<file path="src/rtl/alu_pkg.sv">
// Shared definitions for the Y86-64 ALU family: word width and function codes.
package alu_pkg;

   localparam int unsigned WORD_W = 64;

   typedef enum logic [1:0] {
      ALU_ADD = 2'b00,
      ALU_SUB = 2'b01,
      ALU_AND = 2'b10,
      ALU_XOR = 2'b11
   } alu_fn_e;

endpackage

</file>
<file path="src/rtl/fa_cell.sv">
// 1-bit full adder, the ripple element of the ALU arithmetic chains.
module fa_cell (
   input  logic a,
   input  logic b,
   input  logic cin,
   output logic sum,
   output logic cout
);

   assign sum  = a ^ b ^ cin;
   assign cout = (a & b) | (cin & (a ^ b));

endmodule

</file>
<file path="src/rtl/sub_64.sv">
// Registered two's-complement subtractor s = a - b with signed-overflow flag.
// Built as a ripple of full-adder cells on a + ~b + 1; one cycle of latency.
module sub_64
   import alu_pkg::*;
#(
   parameter int unsigned WIDTH = WORD_W
) (
   input  logic             clk,
   input  logic             rst_n,
   input  logic [WIDTH-1:0] a,
   input  logic [WIDTH-1:0] b,
   input  logic [1:0]       control,
   output logic [WIDTH-1:0] s,
   output logic             overflow
);

   logic [WIDTH-1:0] b_inv;
   logic [WIDTH-1:0] diff;
   logic [WIDTH:0]   carry;
   logic             ovf_c;
   logic             unused_ok;

   assign b_inv    = ~b;
   assign carry[0] = 1'b1;

   for (genvar i = 0; i < WIDTH; i++) begin : g_ripple
      fa_cell u_fa (
         .a    (a[i]),
         .b    (b_inv[i]),
         .cin  (carry[i]),
         .sum  (diff[i]),
         .cout (carry[i+1])
      );
   end

   // Overflow only when operand signs differ and the result sign departs from a.
   assign ovf_c = (a[WIDTH-1] ^ b[WIDTH-1]) & (diff[WIDTH-1] ^ a[WIDTH-1]);

   // control is interface-only; the final carry-out has no consumer.
   assign unused_ok = ^{control, carry[WIDTH]};

   always_ff @(posedge clk) begin
      if (!rst_n) begin
         s        <= '0;
         overflow <= 1'b0;
      end else begin
         s        <= diff;
         overflow <= ovf_c;
      end
   end

endmodule

</file>
<file path="config.mk">
export PLATFORM = sky130hd
export DESIGN_NAME = sub_64
export DESIGN_NICKNAME = d
export VERILOG_FILES = /design/src/rtl/alu_pkg.sv /design/src/rtl/fa_cell.sv /design/src/rtl/sub_64.sv
export SDC_FILE = /design/constraint.sdc
export NUM_CORES = 1
export LEC_CHECK = 0
export ABC_AREA = 1
export CAP_MARGIN = 20
export CORE_MARGIN = 3
export CORE_UTILIZATION = 41
export CTS_BUF_LIST = sky130_fd_sc_hd__clkbuf_4
export DETAILED_ROUTE_END_ITERATION = 10
export PLACE_DENSITY = 0.88
export SETUP_SLACK_MARGIN = 0.3
export SYNTH_ARGS = -nofsm -noshare
export SYNTH_HDL_FRONTEND = slang
export SYNTH_SLANG_ARGS = --single-unit
export TNS_END_PERCENT = 20
</file>
<file path="constraint.sdc">
create_clock -name clk -period 55.4 [get_ports clk]
set_input_delay 8.31 -clock clk [delete_from_list [all_inputs] [get_ports clk]]
set_output_delay 8.31 -clock clk [all_outputs]
set_load 0.01 [all_outputs]
</file>
==> results of run 1 <==
[cell usage in the layout (no fill, tap or decap)]
master | netlist | final
sky130_fd_sc_hd__clkdlybuf4s50_1 | 0 | 194
sky130_fd_sc_hd__inv_1 | 69 | 69
sky130_fd_sc_hd__dfxtp_1 | 65 | 65
sky130_fd_sc_hd__nor2_1 | 63 | 63
sky130_fd_sc_hd__fa_1 | 62 | 62
sky130_fd_sc_hd__clkbuf_4 | 0 | 9
sky130_fd_sc_hd__nand2_1 | 6 | 6
sky130_fd_sc_hd__clkinv_2 | 0 | 3
sky130_fd_sc_hd__a21oi_1 | 2 | 2
sky130_fd_sc_hd__inv_2 | 1 | 1
sky130_fd_sc_hd__nand3_1 | 1 | 1
sky130_fd_sc_hd__ha_1 | 1 | 1
sky130_fd_sc_hd__bufinv_16 | 0 | 1
sky130_fd_sc_hd__clkinv_1 | 0 | 1
[cell type report]
class | instances | area share, %
Clock buffer | 9 | 1.28
Clock inverter | 5 | 0.925
Inverter | 70 | 4.98
Multi-Input combinational cell | 135 | 29.0
Sequential cell | 65 | 24.7
Tap cell | 99 | 2.35
Timing Repair Buffer | 194 | 36.8
[how the worst max path moves through the flow]
stage	start	end	slack [ps]	cells after the start
floorplan	a[0]	s[63]	23150	70
global placement	a[0]	s[63]	21740	71
detailed placement	a[0]	s[63]	21320	71
CTS	a[0]	s[63]	21670	71
global route	a[0]	s[63]	20940	71
finish	a[0]	s[63]	21710	71
[cell families (layout without fill, tap and decap cells)]
| logic type | after synthesis | count (layout) | synth area share [%] |
|---|---|---|---|
| buffers and inverters | 76 | 278 | 10.5 |
| AND/OR/NAND/NOR | 70 | 70 | 8.36 |
| flip-flops | 65 | 65 | 41.2 |
| adder cells (fa/ha/maj) | 63 | 63 | 39.7 |
| AO/OA/AOI/OAI | 2 | 2 | 0.317 |
[metal layers]
| layer | global-route usage, % | vias up |
|---|---|---|
| met4 | 7.10 | 0 |
| li1 | - | 1160 |
| met1 | 20.5 | 1163 |
| met5 | 0 | - |
| met3 | 6.33 | 12 |
| met2 | 35.8 | 127 |
[state kept, by name (all words and copies together) (netlist names)]
name	count
overflow	1
s	64
[critical path: cells and delay by family]
family	cells	cell delay (ps)
buffers and inverters	5	740
adders and majority gates	63	24710
and+or+nand+nor	3	190
[through the flow]
stage | std cells | cell area [sq um]
after CTS | 577 | 5270
after global placement | 563 | 5160
final | 577 | 5270
after floorplan | 276 | 3160
after global routing | 577 | 5270
after detailed placement | 563 | 5160
[where the power goes]
part / internal, mW / total (mW) / leakage, nW / switching (mW)
Sequential: 0.0529 / 0.0544 / 0.542 / 0.00156
Combinational: 0.0252 / 0.0418 / 1.72 / 0.0167
Clock: 0.0129 / 0.0286 / 0.0688 / 0.0157
Total: 0.0910 / 0.125 / 2.33 / 0.0339
==> Implementation_results.wiki, run 1 <==
{| class="wikitable"
! Metric !! Value
|-
| Status || finished clean
|-
| Pwr per Cell Area || approximately 24 nW/um^2
|-
| Most common cell in the netlist || sky130_fd_sc_hd__inv_1
|-
| Crit-path most repeated cell || sky130_fd_sc_hd__fa_1
|-
| Number of library cell types mapped by synthesis || 10
|-
| Syn Std Cell Area || 3160 sq um
|-
| First drt pass iteration count || 4
|-
| Share of synthesized registers carrying an async set or reset || 0%
|-
| Count of boundary I/O pins || approximately 200
|-
| Accumulated negative setup slack || 0 ps
|-
| Critical path data arrival time || 33,970 ps
|-
| Deepest level of the CTS H-tree || 3
|-
| Minimum clock period || around 34,000 ps
|-
| Worst setup path category || in2reg
|-
| Post-layout net count || 670
|-
| Synthesized netlist net count || around 470
|-
| Height of the chip || between 90 and 100 um
|-
| Cts bufs inserted || 9
|-
| Share of cells above drive strength 1 || between 2 and 3%
|-
| Post-cts resize count || 0
|-
| Final weighted congestion in routability-driven placement || slightly below 0.8
|-
| Sequential cell area || 1300 sq um
|-
| Number of enable-type register cells in the synthesized netlist || 0
|-
| Longest Clk Path Bufs || 2
|-
| Fraction of post-synthesis cell area in the top cell type by area || 41.2%
|-
| Worst min path class || in2reg
|-
| Largest net degree at the start of global routing || 63
|-
| Cell with the largest stage delay on the worst path || sky130_fd_sc_hd__fa_1
|-
| Source of the worst hold timing path || rst_n
|-
| Sum of routed wire length over all layers || 8220 um
|-
| Post-route met1 wirelength || approximately 2800 um
|-
| Global-route wire length before repair || about 13,000 um
|-
| Number of cells on the worst hold path || 3
|-
| DR WL met2 || between 4000 and 5000 um
|-
| Gate count of the mapped netlist || roughly 280
|-
| Mean cell area of the mapped netlist || ~11 sq um
|-
| Vias in the first global route || 2,711
|-
| Utilization after layout || 71.6%
|-
| Final Power || ~120 uW
|-
| Predominant post-synthesis flop cell || sky130_fd_sc_hd__dfxtp_1
|-
| Max-slew violations || 0
|-
| Area enclosed by the die boundary || around 9000 sq um
|-
| Worst rel slew slack || 30.4%
|-
| Met3 WL || 874 um
|-
| Antenna violations before repair || 0
|-
| Worst-path clk slew || roughly 90 ps
|-
| Leftover overflow at the end of global routing || 0
|-
| Seq/Total Area, Yosys || between 40% and 50%
|-
| Antenna violation net count after detailed routing || 0
|-
| Number of antenna diodes || 0
|-
| Placeable core region || approximately 7400 sq um
|-
| Post-CTS Repair Setup Buffers || 0
|-
| Peak clock frequency supported by timing || just under 30 MHz
|-
| Largest area contributor in the synthesized netlist || sky130_fd_sc_hd__dfxtp_1
|-
| Slew of the pin with the lowest slew margin || between 1000 and 1500 ps
|-
| Residual DRC count || 0
|-
| Unrepaired setup endpoints after global routing || false
|-
| Final critical-path share of the clock period || between 60% and 70%
|-
| LEAKAGE || between 2 and 2.5 nW
|-
| Detailed placement HPWL || 7110 um
|-
| Maximum vdd drop || approximately 10 uV
|-
| TritonCTS clock tree || done
|-
| Final setup viols || 0
|-
| Hold Vio Cnt, Final || 0
|-
| I/O Buffers || 194
|-
| Leading post-synthesis cells by cell area || sky130_fd_sc_hd__dfxtp_1, sky130_fd_sc_hd__fa_1, sky130_fd_sc_hd__inv_1, sky130_fd_sc_hd__nor2_1, sky130_fd_sc_hd__buf_6
|-
| TritonCTS Sinks || 65
|-
| Max Fanout on Critical Path || 3
|-
| Vias post-DR || between 2,000 and 2,500
|-
| Dpl ws || ~21,000 ps
|-
| Endpoint of the worst hold-timing path || s[61]
|-
| Total routing usage reported by global routing || 19.4%
|-
| Ranking of synthesized cells by instance count || sky130_fd_sc_hd__inv_1, sky130_fd_sc_hd__dfxtp_1, sky130_fd_sc_hd__nor2_1
|-
| Number of violations of the max-capacitance limit || 0
|-
| First DRT Iteration DRCs || 19
|-
| Critical path endpoint category || register
|-
| # fillers || around 550
|-
| Worst hold slack || between 8000 and 9000 ps
|-
| Count of yosys warnings during synthesis || 0
|-
| Per-cell via count in the routed design || 4.27
|-
| Area of combinational cells with multiple inputs || roughly 1500 sq um
|-
| Top Metal Used || met4
|-
| Root Buffer || sky130_fd_sc_hd__clkbuf_4
|-
| Cell row count || 31
|-
| Final worst-path setup slack || between 20,000 and 25,000 ps
|-
| Hold_buf cts || 0
|-
| Flop and latch count out of synthesis || 65
|-
| Routed length per placed instance || 14.2 um
|-
| Area Growth Syn to Fin || 66.9%
|-
| Die extent in x || roughly 94 um
|-
| Critical path launch point type || primary input
|-
| Initial standard-cell utilization of the core || a little over two fifths
|-
| Crit path largest cell delay || between 400 and 500 ps
|-
| Data required time of the critical path || 55,680 ps
|}
(Power assumes the default switching activity.)
==> inputs of run 2 (changes only) <==
Settings changed: CORE_UTILIZATION 41 to 38, PLACE_DENSITY 0.88 to 0.83.
Clock period 55.4 ns to 32.4 ns, I/O delays scaled along.
==> run 2 against run 1 <==
  * Worst hold slack worse by 3500 ps
  * Worst setup slack worse by 19000 ps
  * Clock power up 81%
  * Global-route usage down 0.83 points
  * Largest power group unchanged
  * Combinational power up 70%
  * Clock-buffer cell count up 2
  * Final cell count up 0.69%
  * Utilization down 4.5 points
  * Critical path type unchanged
  * Non-clock buffer count unchanged
  * Via count up 0.49%
  * Final area up 0.28%
  * Sequential share of layout area down 0.070 points
==> Implementation_results.wiki, run 2 (same netlist as run 1, synthesis figures left out) <==
{| class="wikitable"
! Metric !! Value
|-
| Deepest level of the CTS H-tree || 3
|-
| Final Power || about 220 uW
|-
| Maximum vdd drop || about 22 uV
|-
| Critical path data arrival time || just over 30,000 ps
|-
| Unrepaired setup endpoints after global routing || false
|-
| Number of antenna diodes || 0
|-
| I/O Buffers || 194
|-
| Largest register by flop count || s
|-
| Cell with the largest stage delay on the worst path || sky130_fd_sc_hd__clkdlybuf4s50_1
|-
| First DRT Iteration DRCs || 17
|-
| Area Growth Syn to Fin || 67.4%
|-
| Longest Clk Path Bufs || 2
|-
| Accumulated negative setup slack || 0 ps
|-
| Vias in the first global route || approximately 2,800
|-
| LEAKAGE || 2.34 nW
|-
| Count of boundary I/O pins || ~200
|-
| Worst rel slew slack || a little under a third
|-
| Share of cells above drive strength 1 || about 3.3%
|-
| Final worst-path setup slack || 2370 ps
|-
| Detailed placement HPWL || 7080 um
|-
| Leading registers by flop count || s (64), overflow (1)
|-
| Height of the chip || 97.2 um
|-
| Post-route design area || between 5000 and 6000 sq um
|-
| Root Buffer || sky130_fd_sc_hd__clkbuf_4
|-
| Status || finished clean
|-
| Largest net degree at the start of global routing || 63
|-
| Max Fanout on Critical Path || 3
|-
| Worst min path class || in2reg
|-
| Antenna violations before repair || 0
|-
| Vias post-DR || about 2,500
|-
| Critical path endpoint category || register
|-
| Max reg flops || between 60 and 70
|-
| Worst-path clk slew || around 110 ps
|-
| First drt pass iteration count || 4
|-
| Leftover overflow at the end of global routing || 0
|-
| Number of violations of the max-capacitance limit || 0
|-
| Pwr per Cell Area || 40.8 nW/um^2
|-
| Slew of the pin with the lowest slew margin || approximately 1000 ps
|-
| Routed length per placed instance || 14.1 um
|-
| Crit path largest cell delay || about 460 ps
|-
| Die extent in x || a little under 100 um
|-
| Cell row count || 32
|-
| Dpl ws || approximately 1900 ps
|-
| Peak clock frequency supported by timing || ~33 MHz
|-
| Cts bufs inserted || 9
|-
| Sum of routed wire length over all layers || approximately 8200 um
|-
| Total routing usage reported by global routing || between 10% and 20%
|-
| Per-cell via count in the routed design || around 4.3
|-
| TritonCTS clock tree || done
|-
| Final weighted congestion in routability-driven placement || approximately 0.81
|-
| Post-placement cell area || 5160 sq um
|-
| Residual DRC count || 0
|-
| Worst setup path category || in2reg
|-
| Placeable core region || a little under 8000 sq um
|-
| Minimum clock period || roughly 30,000 ps
|-
| Global-route wire length before repair || around 14,000 um
|-
| # fillers || 602
|-
| Worst hold slack || 5090 ps
|-
| Most frequent cells in the layout || sky130_fd_sc_hd__clkdlybuf4s50_1, sky130_fd_sc_hd__inv_1, sky130_fd_sc_hd__dfxtp_1, sky130_fd_sc_hd__nor2_1, sky130_fd_sc_hd__fa_1
|-
| Placed Cells incl. Taps || around 570
|-
| Critical path launch point type || primary input
|-
| Hold Vio Cnt, Final || 0
|-
| Hold_buf cts || 0
|-
| Crit-path most repeated cell || sky130_fd_sc_hd__fa_1
|-
| Initial standard-cell utilization of the core || approximately 40%
|-
| Post-layout net count || 670
|-
| Commonest non-fill, non-tap cell in the layout || sky130_fd_sc_hd__clkdlybuf4s50_1
|-
| TritonCTS Sinks || 65
|-
| Final critical-path share of the clock period || between 90% and 100%
|-
| Post-CTS Repair Setup Buffers || 0
|-
| Post-cts resize count || 0
|-
| Max-slew violations || 0
|-
| Data required time of the critical path || between 30,000 and 40,000 ps
|-
| Non-filler instance count after layout || roughly 580
|-
| Antenna violation net count after detailed routing || 0
|-
| Final setup viols || 0
|-
| Area enclosed by the die boundary || approximately 9400 sq um
|-
| Utilization after layout || between 60 and 70%
|}
==> run 2: metal layers <==
metal	global-route usage [%]	wire [um]	vias to the layer above
li1	-	-	1163
met2	34.0	4500	119
met5	0	0	-
met1	18.7	2740	1175
met4	8.96	223	0
met3	6.46	717	17
==> run 2: cell type report <==
type	count	area (sq um)	share of cell area (%)
repair buffers	194	1940	36.7
multi-input cells	135	1530	28.9
flip-flops and latches	65	1300	24.6
inverters	70	263	4.97
well taps	102	128	2.41
clock buffers	11	82.6	1.56
clock inverters	4	45.0	0.852
==> run 2: worst paths after layout <==
| path | start | endpoint | slack, ps | cells past startpoint |
|---|---|---|---|---|
| max | a[0] | s[63] | 2370 | 71 |
| min | rst_n | s[61] | 5090 | 3 |
==> run 2: report_power, final <==
part | switching [mW] | total, mW | internal (mW)
logic | 0.0282 | 0.0710 | 0.0429
registers | 0.00256 | 0.0930 | 0.0904
clock network | 0.0272 | 0.0518 | 0.0246
==> run 2: critical path: cells and delay by family <==
kind	cells	cell delay, ps
and+or+nand+nor	3	180
adders and majority gates	63	24510
buffers and inverters	5	750
==> edit 1, RTL diff (flow settings as in run 2) <==
Make the reset (`rst_n`) asynchronous in one clocked block.
--- a/src/rtl/sub_64.sv
+++ b/src/rtl/sub_64.sv
@@ -39,7 +39,7 @@
    // control is interface-only; the final carry-out has no consumer.
    assign unused_ok = ^{control, carry[WIDTH]};
 
-   always_ff @(posedge clk) begin
+   always_ff @(posedge clk or negedge rst_n) begin
       if (!rst_n) begin
          s        <= '0;
          overflow <= 1'b0;
Function: differs if rst_n is asserted again (counterexample within 4 cycles, from zero or initial values and one cycle with rst_n low); with rst_n held inactive, the same outputs for 10 cycles.
==> edit 1 against run 2 <==
  * Hold slack worse by 0.45 ns
  * Critical path depth fell by 2
  * Sequential cell count stayed put
  * Count of clock-buffer cells in the layout did not move
  * Power up 7.7%
  * Synthesized area rose by 7.8%
  * Final area up 5.6%
  * Clock power shrank 16%
  * Routed wire length shrank 1.9%
  * Worst setup slack better by 0.029 ns
  * Largest power group unchanged
  * Highest routed layer unchanged
==> edit 1: results (changes against run 2) <==
place:
  place_hpwl_um: 7070  # about the same
  gp_congestion: 0.779  # -3.7%
  port_buffers: 194  # unchanged
  post_dp_cell_area_um2: 5480  # +6.2%
  pre_cts_ws_ns: 1.88  # -0.0608 ns
yosys:
  synth-seq-area-share: 0.478  # +0.0659
  synth.area.mux_share: 0  # unchanged
  synth_area_leaders: "dfrtp_1, fa_1, inv_1"
  yosys_warnings: 0  # unchanged
  synth.distinct_cells: 8  # -2
  syn_nets: 461  # -2.1%
  avgSynthCellArea_um2: 12.8  # +12%
  synth_commonest_cells: "inv_1, dfrtp_1, fa_1"
  synthAdderAreaFrac: 0.368  # -0.0286
  async_reset_ff_frac: 1.00  # +1.00
  synth_compound_area_frac: 0.00147  # -0.00170
  yosys.area_share.xor_xnor: 0  # unchanged
detailed_routing:
  vias: 2388  # -3.5%
  drt_iter0_markers: 29  # +12
  wl_um: 8020  # -1.9%
  first_pass_iters: 4  # unchanged
global_route:
  grt_pass1_vias: 2793  # -1.7%
  grt_pass1_wl_um: 13000  # -4.6%
  antenna_found_initial: 0  # unchanged
  grt_max_degree: 66  # +4.8%
  track_usage: 0.173  # -0.0135
power:
  p_leak_nw: 2.76  # +18%
  ir_worst_vdd_uv: 15.7  # -29%
layout:
  nFillCells: 651  # +8.1%
  antenna_cells: 0  # unchanged
  post-route-util: 0.660  # -0.0107
  layout-drive-gt1-share: 0.0356  # +0.00224
  reg_top3: "s: 64 flops, overflow: 1 flops"
  nets: 667  # -0.45%
  stdcell_count: 582  # +0.17%
setup_path:
  crit_path_max_incr_delay_ns: 0.45
  crit_fanout: 4  # +1
  arrival_ns: 30.27  # -0.06 ns
  critPathSlowestCell: "clkdlybuf4s50_1"
clock_tree:
  cts_resized: 0  # unchanged
  path_clk_slew_ns: 0.09  # -0.02 ns
  ctsHtreeMaxLevel: 3  # unchanged
  clk_path_buf_depth: 2  # unchanged
  cts_setup_buffers: 0  # unchanged
  cts.root.buffer_cell: "clkbuf_4"
  numCtsBuffers: 9  # unchanged
run_status:
  status: "finished, final reports clean"
min_path:
  hold_class: "in2async"
timing:
  slew_headroom: 0.468  # +0.162
## edit 1: layout make-up
type	instances	share of cell area
flip-flops and latches	65	0.291
multi-input cells	71	0.231
clock buffers	11	0.0148
well taps	105	0.0235
repair buffers	195	0.348
inverters	130	0.0874
clock inverters	5	0.00403
## edit 1: critical path: cells and delay by family
family	cells	cell delay (ns)
and+or+nand+nor	2	0.18
buffers and inverters	4	0.61
adders and majority gates	63	24.59
## edit 1: cell families after synthesis
family | Yosys count
buffers and inverters | 130
AO/OA/AOI/OAI | 1
adder cells (fa/ha/maj) | 63
flip-flops | 65
AND/OR/NAND/NOR | 7
## edit 1: final timing paths
check	start	endpoint	slack [ns]	cells after the start
min	rst_n	s[2]	4.64	2
min in group clk	b[63]	overflow	5.10	3
max in group asynchronous	rst_n	s[36]	27.24	2
max	a[0]	s[63]	2.40	69
## edit 1: where the power goes
group | leakage, nW | internal, mW | switching (mW)
Clock | 0.0655 | 0.0167 | 0.0268
Sequential | 0.759 | 0.0968 | 0.00422
Combinational | 1.94 | 0.0519 | 0.0359
## edit 1: per-layer routing
metal,vias to the layer above,track usage,wire [um]
li1,1089,-,-
met5,-,0,0
met3,16,0.0692,944
met1,1151,0.163,2370
met2,132,0.324,4510
met4,0,0.0756,191
==> edit 2, RTL diff (flow settings as in run 2) <==
Made on the original files. Set the package constant `WORD_W` to 32 (it was 64).
--- a/src/rtl/alu_pkg.sv
+++ b/src/rtl/alu_pkg.sv
@@ -1,7 +1,7 @@
 // Shared definitions for the Y86-64 ALU family: word width and function codes.
 package alu_pkg;
 
-   localparam int unsigned WORD_W = 64;
+   localparam int unsigned WORD_W = 32;
 
    typedef enum logic [1:0] {
       ALU_ADD = 2'b00,
Ports: changed (resized a, b and s); port bits go from 197 to 101. The function was not compared with the original's and may differ.
==> edit 2 against run 2 <==
  * Critical path depth decreased by 32
  * Worst setup slack improved by 13 ns
  * Critical path type unchanged
  * Power decreased by 49%
  * Final area decreased by 48%
  * Critical endpoint is now s[31]
  * Routed wire length decreased by 58%
  * Largest cell class unchanged
  * Sequential power decreased by 49%
  * Sequential cell count decreased by 32
  * Synthesized area decreased by 46%
  * Combinational power decreased by 45%
==> edit 2: results (changes against run 2) <==
run_status:
  status: "finished, final reports clean"
detailed_routing:
  first_pass_iters: 5  # +1
  drt_iter0_markers: 9  # -8
  vias_per_cell: 4.17  # -2.0%
  wire_per_inst_um: 11.5  # -18%
global_route:
  grt_max_degree: 31  # -51%
  antenna_found_initial: 0  # unchanged
  grt_pass1_wl_um: 5620  # -59%
  track_usage: 0.144  # -0.0425
  grt_pass1_vias: 1278  # -55%
setup_path:
  crit_top_cell: "fa_1"
  crit_path_max_incr_delay_ns: 0.46  # about the same
  crit_fanout: 3  # unchanged
  critPathSlowestCell: "clkdlybuf4s50_1"
  arrival_ns: 17.54  # -12.79 ns
yosys:
  async_reset_ff_frac: 0  # unchanged
  synth_area_leaders: "dfxtp_1, fa_1, nor2_2"
  synthCells: 145  # -47%
  synth.distinct_cells: 12  # +2
  syn_nets: 244  # -48%
  synth_edf_count: 0  # unchanged
  synth-seq-area-share: 0.390  # -0.0219
  synth_commonest_cells: "inv_1, dfxtp_1, fa_1"
  yosys_warnings: 0  # unchanged
  synth_ff_type: "dfxtp_1"
layout:
  stdcell_count: 298  # -49%
  nFillCells: 353  # -41%
  nets: 346  # -48%
  area_delta_synth_final_pct: 63.1
  layout-drive-gt1-share: 0.157  # +0.124
  antenna_cells: 0  # unchanged
  reg_top3: "s: 32 flops, overflow: 1 flops"
power:
  ir_worst_vdd_uv: 19.5  # -12%
  p_leak_nw: 1.20  # -49%
clock_tree:
  cts.root.buffer_cell: "clkbuf_4"
  path_clk_slew_ns: 0.09  # -0.02 ns
  numCtsBuffers: 5  # -4
  cts_resized: 0  # unchanged
  cts_setup_buffers: 0  # unchanged
  ctsHtreeMaxLevel: 2  # -1
  clk_path_buf_depth: 2  # unchanged
min_path:
  hold_end: "s[29]"
  hold_class: "in2reg"
  hold_depth: 3  # unchanged
  min_from: "rst_n"
place:
  gp_congestion: 0.747  # -7.6%
  place_hpwl_um: 3030  # -57%
  post_dp_cell_area_um2: 2700  # -48%
  dp_cells: 290  # -49%
  port_buffers: 98  # -49%
timing:
  max_slew.worst_pin.slew_ns: 0.858  # -0.180 ns
edit 2: cell type report:
type	count	area share
clock buffers	8	0.0217
well taps	50	0.0226
repair buffers	98	0.355
inverters	38	0.0516
flip-flops and latches	33	0.239
multi-input cells	71	0.310
edit 2: how the worst max path moves through the flow:
stage,startpoint,endpoint,cells past startpoint
finish,a[0],s[31],39
global route,a[0],s[31],39
CTS,a[0],s[31],39
detailed placement,a[0],s[31],39
global placement,a[0],s[31],39
floorplan,a[0],s[31],38
edit 2: logic make-up (layout without fill, tap and decap cells):
logic type | Yosys count | count (layout) | share of synthesized area
buffers and inverters | 41 | 144 | 0.104
and+or+nand+nor | 38 | 38 | 0.138
DFF | 33 | 33 | 0.390
adders and majority gates | 31 | 31 | 0.362
AOI/OAI and AO/OA | 2 | 2 | 0.00591
edit 2: worst max-delay path: cells and delay by family:
family | cells | cell delay (ns)
fa+ha+maj | 31 | 11.71
simple gates | 3 | 0.19
buf+inv | 5 | 0.76
edit 2: through the flow:
step | hold slack, ns | setup slack [ns]
after floorplan | 4.95 | 15.75
after global placement | 5.50 | 14.87
after detailed placement | 5.50 | 14.69
after CTS | 5.15 | 15.05
after global routing | 5.17 | 14.54
final | 5.17 | 15.09
edit 2: power by group:
part | internal [mW] | switching [mW]
Sequential | 0.0458 | 0.00120
Clock | 0.0112 | 0.0124
Combinational | 0.0234 | 0.0153
edit 2: metal layers:
layer	wire length, um	vias to the layer above	share of wire	global-route usage
met2	1920	59	0.56	0.254
met1	1130	574	0.33	0.149
li1	-	604	-	-
met5	0	-	0	0
met4	64	0	0.019	0.0881
met3	318	6	0.093	0.0413
